**src/rtl/axichannel_logger_mc.sv**
```systemverilog
// axichannel_logger_mc
//   Multi-channel AXI-style valid/ready logger. Each of NUM_CH channels is a
//   one-entry register slice. It passes beats through and reports each transfer
//   to a log storage backend:
//     - a logb record (valid + payload) when an input beat is accepted
//     - a loge pulse when that beat leaves on the output side
//   Both log paths and the backend almost-full input pass through a
//   PIPE_DEPTH-stage register pipeline. log_en = 0 bypasses logging entirely.
//
// Optional feature: define LOGGER_STATS_EN to add the per-channel saturating
//   counters stat_logb_cnt and stat_stall_cnt.
//
// Ports
//   clk             clock
//   rst             synchronous active-high reset
//   log_en          1 = log transfers, 0 = pass-through bypass
//   in_valid/in_ready/in_data      per-channel input handshake (ch0 in LSBs)
//   out_valid/out_ready/out_data   per-channel output handshake
//   logb_valid/logb_data           begin records, fire-and-forget
//   loge_valid                     end record pulses
//   logb_almful                    backend almost-full
//   stat_logb_cnt/stat_stall_cnt   per-channel statistics (LOGGER_STATS_EN)
module axichannel_logger_mc #(
    parameter int NUM_CH     = 2,
    parameter int DATA_WIDTH = 32,
    parameter int PIPE_DEPTH = 4,
    parameter int CNT_WIDTH  = 32
) (
    input  logic                         clk,
    input  logic                         rst,
    input  logic                         log_en,
    input  logic [NUM_CH-1:0]            in_valid,
    output logic [NUM_CH-1:0]            in_ready,
    input  logic [NUM_CH*DATA_WIDTH-1:0] in_data,
    output logic [NUM_CH-1:0]            out_valid,
    input  logic [NUM_CH-1:0]            out_ready,
    output logic [NUM_CH*DATA_WIDTH-1:0] out_data,
    output logic [NUM_CH-1:0]            logb_valid,
    output logic [NUM_CH*DATA_WIDTH-1:0] logb_data,
    output logic [NUM_CH-1:0]            loge_valid,
    input  logic                         logb_almful
`ifdef LOGGER_STATS_EN
    ,
    output logic [NUM_CH*CNT_WIDTH-1:0]  stat_logb_cnt,
    output logic [NUM_CH*CNT_WIDTH-1:0]  stat_stall_cnt
`endif
);

    localparam logic [0:0] ST_EMPTY = 1'b0;
    localparam logic [0:0] ST_FULL  = 1'b1;

    if (NUM_CH < 1 || DATA_WIDTH < 1 || PIPE_DEPTH < 0 || CNT_WIDTH < 1) begin : g_bad_param
        $error("axichannel_logger_mc: illegal parameter value");
    end

    // Log stage input, before the PIPE_DEPTH delay line.
    logic                         almful_p;
    logic [NUM_CH-1:0]            logb_valid_p;
    logic [NUM_CH*DATA_WIDTH-1:0] logb_data_p;
    logic [NUM_CH-1:0]            loge_valid_p;

    // ------------------------------------------------------------------
    // Per-channel register slice
    // ------------------------------------------------------------------
    for (genvar c = 0; c < NUM_CH; c++) begin : g_ch
        logic [0:0]            state_q;
        logic [0:0]            state_d;
        logic                  logged_q;
        logic [DATA_WIDTH-1:0] data_q;
        logic                  fire_out;
        logic                  accept;

        assign out_valid[c] = (state_q == ST_FULL);
        assign fire_out     = out_valid[c] & out_ready[c];
        // A draining slot can take a new beat in the same cycle, so in_ready
        // follows out_ready combinationally. almful only throttles while logging.
        assign in_ready[c]  = ((state_q == ST_EMPTY) | fire_out) & (~log_en | ~almful_p);
        assign accept       = in_valid[c] & in_ready[c];

        // NOTE: every variable assigned in a combinational block gets a default
        // first, so no path leaves it unassigned and no latch is inferred.
        always_comb begin
            state_d = state_q;
            case (state_q)
                ST_EMPTY: if (accept)               state_d = ST_FULL;
                ST_FULL:  if (fire_out && !accept)  state_d = ST_EMPTY;
                default:                            state_d = ST_EMPTY;
            endcase
        end

        // NOTE: clocked state uses non-blocking assignments. All flops then
        // sample pre-edge values, whatever order the blocks are evaluated in.
        always_ff @(posedge clk) begin
            if (rst) begin
                state_q  <= ST_EMPTY;
                logged_q <= 1'b0;
            end else begin
                state_q <= state_d;
                if (accept) logged_q <= log_en;
            end
        end

        // NOTE: payload registers have no reset. state_q / the valid bits
        // qualify them, so resetting them would only add reset fan-out.
        always_ff @(posedge clk) begin
            if (accept) data_q <= in_data[c*DATA_WIDTH +: DATA_WIDTH];
        end

        assign out_data[c*DATA_WIDTH +: DATA_WIDTH]    = data_q;
        assign logb_valid_p[c]                         = accept & log_en;
        assign logb_data_p[c*DATA_WIDTH +: DATA_WIDTH] = in_data[c*DATA_WIDTH +: DATA_WIDTH];
        // The logged flag is captured at accept time. A later log_en change
        // therefore neither suppresses nor invents a loge for the held beat.
        assign loge_valid_p[c]                         = fire_out & logged_q;

`ifdef LOGGER_STATS_EN
        logic [CNT_WIDTH-1:0] logb_cnt_q;
        logic [CNT_WIDTH-1:0] stall_cnt_q;
        logic                 stall;

        // Cycles where the slot could take the offered beat but almful holds it off.
        assign stall = in_valid[c] & log_en & almful_p & ((state_q == ST_EMPTY) | fire_out);

        always_ff @(posedge clk) begin
            if (rst) begin
                logb_cnt_q  <= '0;
                stall_cnt_q <= '0;
            end else begin
                if (logb_valid_p[c] && logb_cnt_q != '1) logb_cnt_q  <= logb_cnt_q + 1'b1;
                if (stall && stall_cnt_q != '1)          stall_cnt_q <= stall_cnt_q + 1'b1;
            end
        end

        assign stat_logb_cnt[c*CNT_WIDTH +: CNT_WIDTH]  = logb_cnt_q;
        assign stat_stall_cnt[c*CNT_WIDTH +: CNT_WIDTH] = stall_cnt_q;
`endif
    end

    // ------------------------------------------------------------------
    // Log / almful delay lines
    // ------------------------------------------------------------------
    if (PIPE_DEPTH == 0) begin : g_comb
        assign almful_p   = logb_almful;
        assign logb_valid = logb_valid_p;
        assign logb_data  = logb_data_p;
        assign loge_valid = loge_valid_p;
    end else begin : g_pipe
        logic                         almful_sr [PIPE_DEPTH];
        logic [NUM_CH-1:0]            logb_v_sr [PIPE_DEPTH];
        logic [NUM_CH-1:0]            loge_v_sr [PIPE_DEPTH];
        logic [NUM_CH*DATA_WIDTH-1:0] logb_d_sr [PIPE_DEPTH];

        // almful stages reset to 1. Inputs therefore stay blocked until the
        // backend's real almost-full state has propagated through the pipeline.
        always_ff @(posedge clk) begin
            if (rst) begin
                for (int i = 0; i < PIPE_DEPTH; i++) begin
                    almful_sr[i] <= 1'b1;
                    logb_v_sr[i] <= '0;
                    loge_v_sr[i] <= '0;
                end
            end else begin
                almful_sr[0] <= logb_almful;
                logb_v_sr[0] <= logb_valid_p;
                loge_v_sr[0] <= loge_valid_p;
                for (int i = 1; i < PIPE_DEPTH; i++) begin
                    almful_sr[i] <= almful_sr[i-1];
                    logb_v_sr[i] <= logb_v_sr[i-1];
                    loge_v_sr[i] <= loge_v_sr[i-1];
                end
            end
        end

        always_ff @(posedge clk) begin
            logb_d_sr[0] <= logb_data_p;
            for (int i = 1; i < PIPE_DEPTH; i++) logb_d_sr[i] <= logb_d_sr[i-1];
        end

        assign almful_p   = almful_sr[PIPE_DEPTH-1];
        assign logb_valid = logb_v_sr[PIPE_DEPTH-1];
        assign logb_data  = logb_d_sr[PIPE_DEPTH-1];
        assign loge_valid = loge_v_sr[PIPE_DEPTH-1];
    end

endmodule

```
**config.mk**
```make
export PLATFORM = sky130hd
export DESIGN_NAME = axichannel_logger_mc
export DESIGN_NICKNAME = d
export VERILOG_FILES = /design/src/rtl/axichannel_logger_mc.sv
export SDC_FILE = /design/constraint.sdc
export NUM_CORES = 1
export LEC_CHECK = 0
export BUFFER_PORTS_ARGS = -buffer_cell sky130_fd_sc_hd__buf_2
export CORE_AREA = 5 5 146 148
export CTS_BUF_LIST = sky130_fd_sc_hd__clkbuf_16
export CTS_CLUSTER_DIAMETER = 200
export DETAILED_ROUTE_END_ITERATION = 10
export DIE_AREA = 0 0 151 153
export SYNTH_ARGS = -nofsm -noshare
export SYNTH_HDL_FRONTEND = slang
export SYNTH_SLANG_ARGS = --single-unit
export TNS_END_PERCENT = 30
```
**constraint.sdc**
```tcl
create_clock -name clk -period 2.4 [get_ports clk]
set_input_delay 0.12 -clock clk [delete_from_list [all_inputs] [get_ports clk]]
set_output_delay 0.12 -clock clk [all_outputs]
set_load 0.01 [all_outputs]
```
# Yosys cells after proc, flatten, opt, wreduce, memory -nomap -nowiden
# Memory sizes are Yosys's and may differ from the RTL's.
# Cells that the tools add are included.
# totals
input_bits,72
mem_bits_ro,0
latch_bits,0
memories,4
wordCells,64
ff_bits,68
ramBits,276
# mem_list
name,words,word_bits,rd,rd_ports_with_merged_regs,wr,line,source
g_pipe.logb_d_sr,4,64,4,0,4,151,logic [NUM_CH*DATA_WIDTH-1:0] logb_d_sr [PIPE_DEPTH];
g_pipe.logb_v_sr,4,2,4,0,4,149,logic [NUM_CH-1:0] logb_v_sr [PIPE_DEPTH];
g_pipe.loge_v_sr,4,2,4,0,4,150,logic [NUM_CH-1:0] loge_v_sr [PIPE_DEPTH];
g_pipe.almful_sr,4,1,4,0,4,148,logic almful_sr [PIPE_DEPTH];
# classes
div,0
addsub,0
bitwise,29
magnitude_cmp,0
n_eq_ne,0
n_reduce_logical,4
muxes,21
shift,0
n_mul,0
# ops
operator,count
2-bit 2-to-1 mux,8
1-bit bitwise OR,15
1-bit 2-to-1 mux,11
1-bit AND,10
1-bit inverter,4
1-bit case mux with 2 select lines,2
1-bit logical AND,2
1-bit zero test,2

# Longest topological paths before layout
# Gate-level depths: netlist (run 1).
# depth
depth_word,8
depth_mapped,3
depth_no_buf,3

# Worst setup path before layout (run 1)
# No wires, ideal clock.
# synth_path
path_type,register -> register
startpoint,register g_ch[0].state_q
endpoint,register g_ch[0].data_q[0] (enable)
t_required_ps,2013
arrival_ps,1146
setup_slack_ps,867
stages_incl_launch_ff,4
path_cell_list,dfxtp_1 -> nand2b_2 -> nand3_2 -> inv_1
# synth_between
elab_chain_cells,4
elab_cells_between_ends,5
cone_classes,5 x bitwise
# synth_rtl
element,line,source
"start, declared",66,logic [0:0] state_q;
"start signal, assigned",98,state_q <= state_d;
1-bit AND / 1-bit inverter (equally long branches),"74, 77",
1-bit bitwise OR (*),77,assign in_ready[c] = ((state_q == ST_EMPTY) | fire_out) & (~log_en | ~almful_p);
1-bit AND (*),77,
1-bit AND (*),78,assign accept = in_valid[c] & in_ready[c];
net g_ch[0].accept,71,logic accept;
"end signal, assigned",106,if (accept) data_q <= in_data[c*DATA_WIDTH +: DATA_WIDTH];
"end, declared",69,logic [DATA_WIDTH-1:0] data_q;
# Mark *: on every way through the listed nets, which the timed path passes. The rest lies on a longest branch.
# A chain may end at the register's enable or synchronous reset.

==> report_table.html, run 1 <==
<table>
<tr><th>Metric</th><th>Value</th></tr>
<tr><th colspan="2">Final layout</th></tr>
<tr><td>Fraction of layout cells with a size suffix above 1</td><td>0.3601</td></tr>
<tr><td>Net count, final</td><td>769</td></tr>
<tr><td>Ant diodes</td><td>0</td></tr>
<tr><td>Synthesis-to-finish area growth</td><td>40.31%</td></tr>
<tr><td>Post-route insts no fill</td><td>992</td></tr>
<tr><th colspan="2">Logic synthesis</th></tr>
<tr><td>Area share of the largest cell type after synthesis</td><td>0.7177</td></tr>
<tr><td>Number of unique standard cell types used by synthesis</td><td>16</td></tr>
<tr><td>Largest area contributor in the netlist</td><td>dfxtp_1</td></tr>
<tr><td>Synthesized netlist cell count</td><td>386</td></tr>
<tr><td>Dominant synthesized flop cell</td><td>dfxtp_1</td></tr>
<tr><td>Synth Warn #</td><td>0</td></tr>
<tr><td>Mapped cell area</td><td>0.007810 mm²</td></tr>
<tr><td>Cell types with the largest area share after synthesis</td><td>dfxtp_1 (72%), edfxtp_1 (25%), nor2b_1 (0.96%), buf_4 (0.48%), or2_1 (0.32%)</td></tr>
<tr><td>Most instantiated library cell after synthesis</td><td>dfxtp_1</td></tr>
<tr><td>Adder-cell area share of the yosys netlist</td><td>0</td></tr>
<tr><td>Fraction of synthesis flops using an asynchronous set or reset pin</td><td>0</td></tr>
<tr><td>Area fraction in and, or, nand and nor cells after synthesis</td><td>0.02595</td></tr>
<tr><td>Syn Nets</td><td>458</td></tr>
<tr><td>Multiplexer area fraction after synthesis</td><td>0.002563</td></tr>
<tr><td>Largest family of logic cells by synthesized area</td><td>simple AND/OR/NAND/NOR gates</td></tr>
<tr><td>Average size of a mapped cell</td><td>20.23 µm²</td></tr>
<tr><td>Compound-cell area share of the yosys netlist</td><td>0.001282</td></tr>
<tr><td>Xor and xnor fraction of the mapped netlist area</td><td>0</td></tr>
<tr><td>Proportion of synthesized chip area in sequential cells</td><td>0.9638</td></tr>
<tr><td>FF+latch count, synth</td><td>344</td></tr>
<tr><td>Commonest cells post-synth</td><td>dfxtp_1 (280), edfxtp_1 (64), nor2b_1 (12)</td></tr>
<tr><td>Number of enable-type register cells in the synthesized netlist</td><td>64</td></tr>
<tr><th colspan="2">GRT</th></tr>
<tr><td>Global-route wire length before repair</td><td>20510 µm</td></tr>
<tr><td>Aggregate global routing overflow</td><td>0</td></tr>
<tr><td>Aggregate global-route resource usage</td><td>0.1113</td></tr>
<tr><td>Vias in the first global route</td><td>3950</td></tr>
<tr><td>Maximum number of pins on one net before global-route repair</td><td>33</td></tr>
<tr><td>Initial antenna violation count</td><td>0</td></tr>
<tr><th colspan="2">Clock network</th></tr>
<tr><td>Master cell of the clock root buffer</td><td>clkbuf_16</td></tr>
<tr><td>Num Clock Sinks</td><td>344</td></tr>
<tr><td>TritonCTS clock tree</td><td>built</td></tr>
<tr><td>Maximum clock insertion buffer count</td><td>3</td></tr>
<tr><td>Number of gates resized after cts</td><td>0</td></tr>
<tr><td>Total number of H-tree levels</td><td>1</td></tr>
<tr><td>Source-to-sink clock delay at the later pin of the worst-skew pair</td><td>0.53 ns</td></tr>
<tr><td>Clock-pin transition on the worst setup and hold timing paths</td><td>0.06 ns</td></tr>
<tr><td>Number of buffers created by CTS</td><td>31</td></tr>
<tr><th colspan="2">STA</th></tr>
<tr><td>Finish-stage setup viols</td><td>0</td></tr>
<tr><td>Shortest clock period the worst path allows after layout</td><td>1.892 ns</td></tr>
<tr><td>RSZ-0062 raised after global routing</td><td>false</td></tr>
<tr><td>Max Freq</td><td>528.6 MHz</td></tr>
<tr><td>Transition time at the pin with the least slew margin</td><td>0.4695 ns</td></tr>
<tr><td>Post-Route Hold Slack</td><td>0.2274 ns</td></tr>
<tr><td>Worst setup skew after layout</td><td>0.01045 ns</td></tr>
<tr><td>Portion of the clock cycle consumed by the worst path in the final layout</td><td>0.7882</td></tr>
<tr><td>Final Slew Violations</td><td>0</td></tr>
<tr><td>Total negative slack</td><td>0 ns</td></tr>
<tr><td>Post-route setup slack</td><td>0.5083 ns</td></tr>
<tr><td>Final count of hold timing violations</td><td>0</td></tr>
<tr><td>Relative slew slack</td><td>0.6870</td></tr>
<tr><th colspan="2">Placed design</th></tr>
<tr><td>Number of cells after detailed placement</td><td>859</td></tr>
<tr><td>Half-perimeter wire length after detailed placement</td><td>8419 µm</td></tr>
<tr><td>Post-placement worst setup slack</td><td>0.9949 ns</td></tr>
<tr><td>PortBufs</td><td>207</td></tr>
<tr><td>Final RePlAce weighted congestion</td><td>0.7470</td></tr>
<tr><th colspan="2">Drt</th></tr>
<tr><td>Number of routed nets with antenna violations</td><td>0</td></tr>
<tr><td>Wire length per cell after detailed routing</td><td>13.24 µm</td></tr>
<tr><td>First drt pass iteration count</td><td>4</td></tr>
<tr><td>First DRT Iteration DRCs</td><td>97</td></tr>
<tr><td>Remaining DRCs</td><td>0</td></tr>
<tr><td>Overall via count from detail_route</td><td>3800</td></tr>
<tr><td>Final Routed Wirelength</td><td>13140 µm</td></tr>
<tr><td>Ratio of routed vias to standard cells</td><td>3.831</td></tr>
<tr><th colspan="2">Floorplanning</th></tr>
<tr><td>Ports</td><td>208</td></tr>
<tr><td>Standard-cell rows</td><td>52</td></tr>
<tr><td>Die footprint</td><td>0.02310 mm²</td></tr>
<tr><td>Die Y-Extent</td><td>153 µm</td></tr>
<tr><td>Initial core utilization</td><td>0.3923</td></tr>
<tr><td>Core area</td><td>0.01991 mm²</td></tr>
<tr><td>Chip Width</td><td>151 µm</td></tr>
<tr><th colspan="2">Pwr</th></tr>
<tr><td>Power consumption</td><td>0.01157 W</td></tr>
<tr><td>Worst vdd rail ir drop</td><td>0.0004850 V</td></tr>
<tr><td>Pleak</td><td>4.771 nW</td></tr>
<tr><td>Power per unit of standard cell area</td><td>1056 mW/mm²</td></tr>
<tr><th colspan="2">Worst setup path</th></tr>
<tr><td>Worst reg-to-reg path cell count</td><td>5</td></tr>
<tr><td>End of the worst register-to-register path</td><td>g_pipe.logb_v_sr[0][0]</td></tr>
<tr><td>Startpoint of the most critical register-to-register path</td><td>g_ch[0].state_q</td></tr>
<tr><td>Critical path fanouts, max</td><td>3</td></tr>
<tr><td>Critical Path AT</td><td>2.31 ns</td></tr>
<tr><td>Critical Path Source Type</td><td>flop</td></tr>
<tr><td>Worst reg2reg setup slack</td><td>0.51 ns</td></tr>
<tr><td>Crit end category</td><td>flop</td></tr>
<tr><td>Beginning of the critical path</td><td>g_ch[0].state_q</td></tr>
<tr><td>Critical Path RT</td><td>2.82 ns</td></tr>
<tr><td>Critical Setup Path Class</td><td>flop to flop</td></tr>
<tr><th colspan="2">Run</th></tr>
<tr><td>Max-cap viol count</td><td>0</td></tr>
<tr><th colspan="2">Hold path</th></tr>
<tr><td>Worst min-delay path category</td><td>input pin to flop</td></tr>
<tr><td>Worst Hold Path EP</td><td>g_pipe.logb_d_sr[0][35]</td></tr>
<tr><td>Min-Delay Startpoint</td><td>in_data[35]</td></tr>
<tr><td>Hold Crit Depth</td><td>2</td></tr>
<tr><th colspan="2">Outcome</th></tr>
<tr><td>Status</td><td>completed</td></tr>
</table>
[per-stage QoR]
stage                     cell area, µm²    util
after global routing               10960  0.5504
final                              10960  0.5504
after floorplan                     7810       -
after detailed placement            9156  0.4599
after global placement              9156  0.4599
after CTS                          10960  0.5504
[area by class of cell]
type	count	area, µm²
Fill cell	1614	8951
Sequential cell	344	7527
Timing Repair Buffer	284	1802
Clock buffer	31	775.7
Tap cell	270	337.8
Clock inverter	27	275.3
Multi-Input combinational cell	34	232.7
Inverter	2	7.507
[cell usage in the layout, fill, tap and decap left out, types with 4 or more instances in the layout]
cell type      count
dfxtp_1          280
buf_2            207
dlygate4sd3_1     75
edfxtp_1          64
clkbuf_16         31
inv_1             12
nor2b_1           12
clkinv_2           7
bufinv_16          6
or2_1              4
[report_power, final]
part | switching, W | total (W) | leakage [nW] | internal [W]
combinational | 0.000193 | 0.000396 | 1.26 | 0.000203
clock | 0.00194 | 0.00493 | 0.560 | 0.00299
sequential | 0.0000639 | 0.00624 | 2.95 | 0.00618
[logic make-up after synthesis]
logic type      after synthesis
compound gates                2
buf+inv                       8
flops                       344
mux                           2
simple gates                 30
[timing repair]
item,4_1_cts,5_1_grt
buffers inserted,0,0
hold buffers,75,0
hold endpoints to repair,149,0
[worst max-delay path, stage by stage, from the launching register on]
cell	delay, ns
dfxtp_1	0.36
nand2b_2	0.09
nand3_2	0.09
dlygate4sd3_1	0.63
nor2_1	0.07
dlygate4sd3_1	0.54
[routing by layer]
metal  vias to the layer above  share of wire  GRT usage
met4                         0          0.026    0.04491
met1                      1755           0.39     0.1288
met2                       129           0.50     0.1931
met3                        28          0.082    0.03139
met5                         -              0          0
li1                       1888              -          -
[how the worst max path moves through the flow]
stage	endpoint	slack (ns)
after floorplan	g_ch[0].data_q[0]	0.87
after global placement	g_ch[0].data_q[19]	1.06
after detailed placement	g_ch[1].data_q[9]	0.99
after CTS	g_pipe.logb_v_sr[0][0]	0.53
after global routing	g_pipe.logb_v_sr[0][0]	0.44
final	g_pipe.logb_v_sr[0][0]	0.51
[registers in the layout (all words and copies together), names as in the netlist]
register	flops
g_pipe.logb_d_sr	256
g_ch.data_q	64
g_pipe.logb_v_sr	8
g_pipe.loge_v_sr	8
g_pipe.almful_sr	4
g_ch.logged_q	2
g_ch.state_q	2
Power figures use the tool's default switching activity.
==> run 2, diff against run 1 <==
--- a/config.mk
+++ b/config.mk
@@ -5,12 +5,13 @@
 export SDC_FILE = /design/constraint.sdc
 export NUM_CORES = 1
 export LEC_CHECK = 0
+export ABC_AREA = 1
 export BUFFER_PORTS_ARGS = -buffer_cell sky130_fd_sc_hd__buf_2
-export CORE_AREA = 5 5 146 148
+export CORE_AREA = 5 5 147 149
 export CTS_BUF_LIST = sky130_fd_sc_hd__clkbuf_16
 export CTS_CLUSTER_DIAMETER = 200
 export DETAILED_ROUTE_END_ITERATION = 10
-export DIE_AREA = 0 0 151 153
+export DIE_AREA = 0 0 152 154
 export SYNTH_ARGS = -nofsm -noshare
 export SYNTH_HDL_FRONTEND = slang
 export SYNTH_SLANG_ARGS = --single-unit
==> constraint.sdc (replaced) <==
create_clock -name clk -period 1.6 [get_ports clk]
set_input_delay 0.08 -clock clk [delete_from_list [all_inputs] [get_ports clk]]
set_output_delay 0.08 -clock clk [all_outputs]
set_load 0.01 [all_outputs]
==> run 2 against run 1 <==
Against the previous run: sequential share of layout area increased by 0.43 points; synthesized cell count increased by 7.3%; clock power increased by 36%; combinational power up 53%; highest routed layer unchanged.
==> report_table.html, run 2 <==
<table>
<tr><th>Metric</th><th>Value</th></tr>
<tr><th colspan="2">STA</th></tr>
<tr><td>Portion of the clock cycle consumed by the worst path in the final layout</td><td>0.9015</td></tr>
<tr><td>Final count of hold timing violations</td><td>0</td></tr>
<tr><td>Worst setup skew after layout</td><td>0.006801 ns</td></tr>
<tr><td>Post-route setup slack</td><td>0.1575 ns</td></tr>
<tr><td>Finish-stage setup viols</td><td>0</td></tr>
<tr><td>Shortest clock period the worst path allows after layout</td><td>1.442 ns</td></tr>
<tr><td>Max Freq</td><td>693.3 MHz</td></tr>
<tr><td>RSZ-0062 raised after global routing</td><td>false</td></tr>
<tr><td>Relative slew slack</td><td>0.7541</td></tr>
<tr><td>Final Slew Violations</td><td>0</td></tr>
<tr><td>Total negative slack</td><td>0 ns</td></tr>
<tr><td>Transition time at the pin with the least slew margin</td><td>0.3688 ns</td></tr>
<tr><th colspan="2">Final layout</th></tr>
<tr><td>Most common cell after layout, fill and taps aside</td><td>dfxtp_1</td></tr>
<tr><td>Synthesis-to-finish area growth</td><td>38.63%</td></tr>
<tr><td>Register name with the most flops</td><td>g_pipe.logb_d_sr</td></tr>
<tr><td>Top library cells by usage in the layout, fill and taps aside</td><td>dfxtp_1 (280), buf_2 (207), dlygate4sd3_1 (73)</td></tr>
<tr><td>Fraction of layout cells with a size suffix above 1</td><td>0.3418</td></tr>
<tr><td>Number of flip-flops in the largest register</td><td>256</td></tr>
<tr><td>Ant diodes</td><td>0</td></tr>
<tr><td>Largest registers in the final layout</td><td>g_pipe.logb_d_sr (256), g_ch.data_q (64)</td></tr>
<tr><td>Net count, final</td><td>795</td></tr>
<tr><th colspan="2">Logic synthesis</th></tr>
<tr><td>Largest area contributor in the netlist</td><td>dfxtp_1</td></tr>
<tr><td>Number of enable-type register cells in the synthesized netlist</td><td>64</td></tr>
<tr><td>Synth Warn #</td><td>0</td></tr>
<tr><td>Mapped cell area</td><td>0.007855 mm²</td></tr>
<tr><td>Average size of a mapped cell</td><td>18.97 µm²</td></tr>
<tr><td>Number of unique standard cell types used by synthesis</td><td>14</td></tr>
<tr><td>Proportion of synthesized chip area in sequential cells</td><td>0.9583</td></tr>
<tr><td>Most instantiated library cell after synthesis</td><td>dfxtp_1</td></tr>
<tr><td>Commonest cells post-synth</td><td>dfxtp_1 (280), edfxtp_1 (64), inv_1 (24)</td></tr>
<tr><td>Syn Nets</td><td>486</td></tr>
<tr><td>Synthesized netlist cell count</td><td>414</td></tr>
<tr><td>FF+latch count, synth</td><td>344</td></tr>
<tr><td>Fraction of synthesis flops using an asynchronous set or reset pin</td><td>0</td></tr>
<tr><td>Cell types with the largest area share after synthesis</td><td>dfxtp_1 (71%), edfxtp_1 (24%), inv_1 (1.1%), nor2_1 (0.96%), buf_4 (0.38%)</td></tr>
<tr><td>Dominant synthesized flop cell</td><td>dfxtp_1</td></tr>
<tr><td>Area share of the largest cell type after synthesis</td><td>0.7136</td></tr>
<tr><th colspan="2">Worst setup path</th></tr>
<tr><td>Critical path fanouts, max</td><td>7</td></tr>
<tr><td>Biggest cell delay along the critical path</td><td>0.30 ns</td></tr>
<tr><td>Critical Setup Path Class</td><td>flop to primary output</td></tr>
<tr><td>Critical Path RT</td><td>1.52 ns</td></tr>
<tr><td>Family of cells with the greatest summed delay on the critical path</td><td>flip-flops</td></tr>
<tr><td>Critical Path AT</td><td>1.36 ns</td></tr>
<tr><td>Crit end category</td><td>primary output</td></tr>
<tr><td>CP bufs+invs</td><td>2</td></tr>
<tr><td>Crit-path slowest cell</td><td>dfxtp_1</td></tr>
<tr><td>Worst path cell trace</td><td>nand2_1 &gt; inv_1 &gt; nor2_1 &gt; buf_2</td></tr>
<tr><td>Critical Path Source Type</td><td>flop</td></tr>
<tr><th colspan="2">Placed design</th></tr>
<tr><td>PortBufs</td><td>207</td></tr>
<tr><td>Half-perimeter wire length after detailed placement</td><td>8808 µm</td></tr>
<tr><td>Final RePlAce weighted congestion</td><td>0.7859</td></tr>
<tr><td>Post-placement worst setup slack</td><td>0.3229 ns</td></tr>
<tr><th colspan="2">Clock network</th></tr>
<tr><td>Num Clock Sinks</td><td>344</td></tr>
<tr><td>Cts-stage hold buffer count</td><td>73</td></tr>
<tr><td>Clock-pin transition on the worst setup and hold timing paths</td><td>0.06 ns</td></tr>
<tr><td>Total number of H-tree levels</td><td>1</td></tr>
<tr><td>Maximum clock insertion buffer count</td><td>3</td></tr>
<tr><td>TritonCTS clock tree</td><td>built</td></tr>
<tr><td>Source-to-sink clock delay at the later pin of the worst-skew pair</td><td>0.52 ns</td></tr>
<tr><td>Number of buffers created by CTS</td><td>31</td></tr>
<tr><td>Master cell of the clock root buffer</td><td>clkbuf_16</td></tr>
<tr><td>Number of gates resized after cts</td><td>0</td></tr>
<tr><td>Post CTS Setup Buffer Count</td><td>0</td></tr>
<tr><th colspan="2">Floorplanning</th></tr>
<tr><td>Initial core utilization</td><td>0.3920</td></tr>
<tr><td>Ports</td><td>208</td></tr>
<tr><td>Chip Width</td><td>152 µm</td></tr>
<tr><td>Die footprint</td><td>0.02341 mm²</td></tr>
<tr><td>Standard-cell rows</td><td>52</td></tr>
<tr><td>Die Y-Extent</td><td>154 µm</td></tr>
<tr><td>Core area</td><td>0.02004 mm²</td></tr>
<tr><th colspan="2">Drt</th></tr>
<tr><td>Overall via count from detail_route</td><td>3951</td></tr>
<tr><td>Ratio of routed vias to standard cells</td><td>3.889</td></tr>
<tr><td>Wire length per cell after detailed routing</td><td>13.05 µm</td></tr>
<tr><td>Final Routed Wirelength</td><td>13260 µm</td></tr>
<tr><td>Number of routed nets with antenna violations</td><td>0</td></tr>
<tr><td>First drt pass iteration count</td><td>4</td></tr>
<tr><td>Remaining DRCs</td><td>0</td></tr>
<tr><td>First DRT Iteration DRCs</td><td>120</td></tr>
<tr><th colspan="2">GRT</th></tr>
<tr><td>Maximum number of pins on one net before global-route repair</td><td>33</td></tr>
<tr><td>Vias in the first global route</td><td>4170</td></tr>
<tr><td>Aggregate global routing overflow</td><td>0</td></tr>
<tr><td>Initial antenna violation count</td><td>0</td></tr>
<tr><td>Global-route wire length before repair</td><td>21510 µm</td></tr>
<tr><td>Aggregate global-route resource usage</td><td>0.1116</td></tr>
<tr><th colspan="2">Outcome</th></tr>
<tr><td>Status</td><td>completed</td></tr>
<tr><th colspan="2">Pwr</th></tr>
<tr><td>Sequential share of power</td><td>0.562</td></tr>
<tr><td>Combinational share of power</td><td>0.036</td></tr>
<tr><td>Clock group share of total power</td><td>0.402</td></tr>
<tr><td>Power spent charging and discharging nets</td><td>0.003309 W</td></tr>
<tr><td>Worst vdd rail ir drop</td><td>0.0006606 V</td></tr>
<tr><td>Power per unit of standard cell area</td><td>1530 mW/mm²</td></tr>
<tr><td>Pleak</td><td>4.750 nW</td></tr>
<tr><td>Switching share of total power</td><td>0.1985</td></tr>
<tr><td>Cell-internal power</td><td>0.01336 W</td></tr>
<tr><th colspan="2">Run</th></tr>
<tr><td>Max-cap viol count</td><td>0</td></tr>
<tr><th colspan="2">Hold path</th></tr>
<tr><td>Worst min-delay path category</td><td>input pin to flop</td></tr>
</table>
==> run 2: cell types whose count changed in the layout (fill, tap and decap cells not counted), moves of 3 or more <==
cell       delta
inv_1        +16
nor2b_1      -12
nand2b_1      -3
nand2_1       +7
bufinv_16     -5
nor2_1       +18
clkinv_1      +5
==> run 2: worst register-to-register path: cells and delay by family (launching register included) <==
kind	cells	cell delay (ns)
buffers and inverters	1	0.57
AND/OR/NAND/NOR	2	0.20
AO/OA/AOI/OAI	1	0.19
flip-flops	1	0.32
==> run 2: cell families after synthesis <==
logic type,Yosys count,synth area share
AO/OA/AOI/OAI,2,0.001274
AND/OR/NAND/NOR,38,0.02198
flip-flops,344,0.9583
buffers and inverters,30,0.01848
==> run 2: stage by stage <==
step                      utilization  instance area, µm²  instances  hold slack [ns]  total power (W)
after floorplan                     -                7855        414           0.1077         0.009690
after global placement         0.4598                9214        887           0.1950          0.01000
after detailed placement       0.4598                9214        887           0.1966          0.01003
after CTS                      0.5434               10890       1016           0.1756          0.01689
after global routing           0.5434               10890       1016           0.1839          0.01733
final                          0.5434               10890       1016           0.2060          0.01666
==> run 2: per-layer routing <==
| metal | wire length (µm) | up-vias | global-route usage |
|---|---|---|---|
| li1 | - | 1941 | - |
| met5 | 0 | - | 0 |
| met4 | 299 | 0 | 0.04238 |
| met1 | 5251 | 1843 | 0.1287 |
| met2 | 6738 | 142 | 0.1973 |
| met3 | 970 | 25 | 0.03204 |
==> run 2: final timing paths <==
kind	start	slack (ns)	cells after the start	to
setup / recovery	g_pipe.almful_sr[3]	0.16	4	in_ready[0]
hold / removal	in_data[39]	0.21	2	g_pipe.logb_d_sr[0][39]
setup reg to reg	g_pipe.almful_sr[3]	0.20	4	g_ch[1].state_q
hold reg to reg	g_pipe.logb_d_sr[1][45]	0.32	0	g_pipe.logb_d_sr[2][45]
==> run 2: layout make-up <==
| type | instances | area, µm² |
|---|---|---|
| clock buffer | 32 | 800.8 |
| clock inverter | 24 | 143.9 |
| fill | 1604 | 9150 |
| inverter | 24 | 90.09 |
| multi-input combinational | 40 | 182.7 |
| sequential | 344 | 7527 |
| tap | 270 | 337.8 |
| timing repair buffer | 282 | 1807 |
==> run 2: power groups by stage <==
stage          Sequential (W)  Clock [W]  Combinational, W
3_3_place_gp          0.00954          0          0.000463
3_5_place_dp          0.00956          0          0.000476
5_1_grt               0.00940    0.00726          0.000660
2_1_floorplan         0.00962          0         0.0000697
4_1_cts               0.00937    0.00690          0.000619
6_report              0.00936    0.00670          0.000607
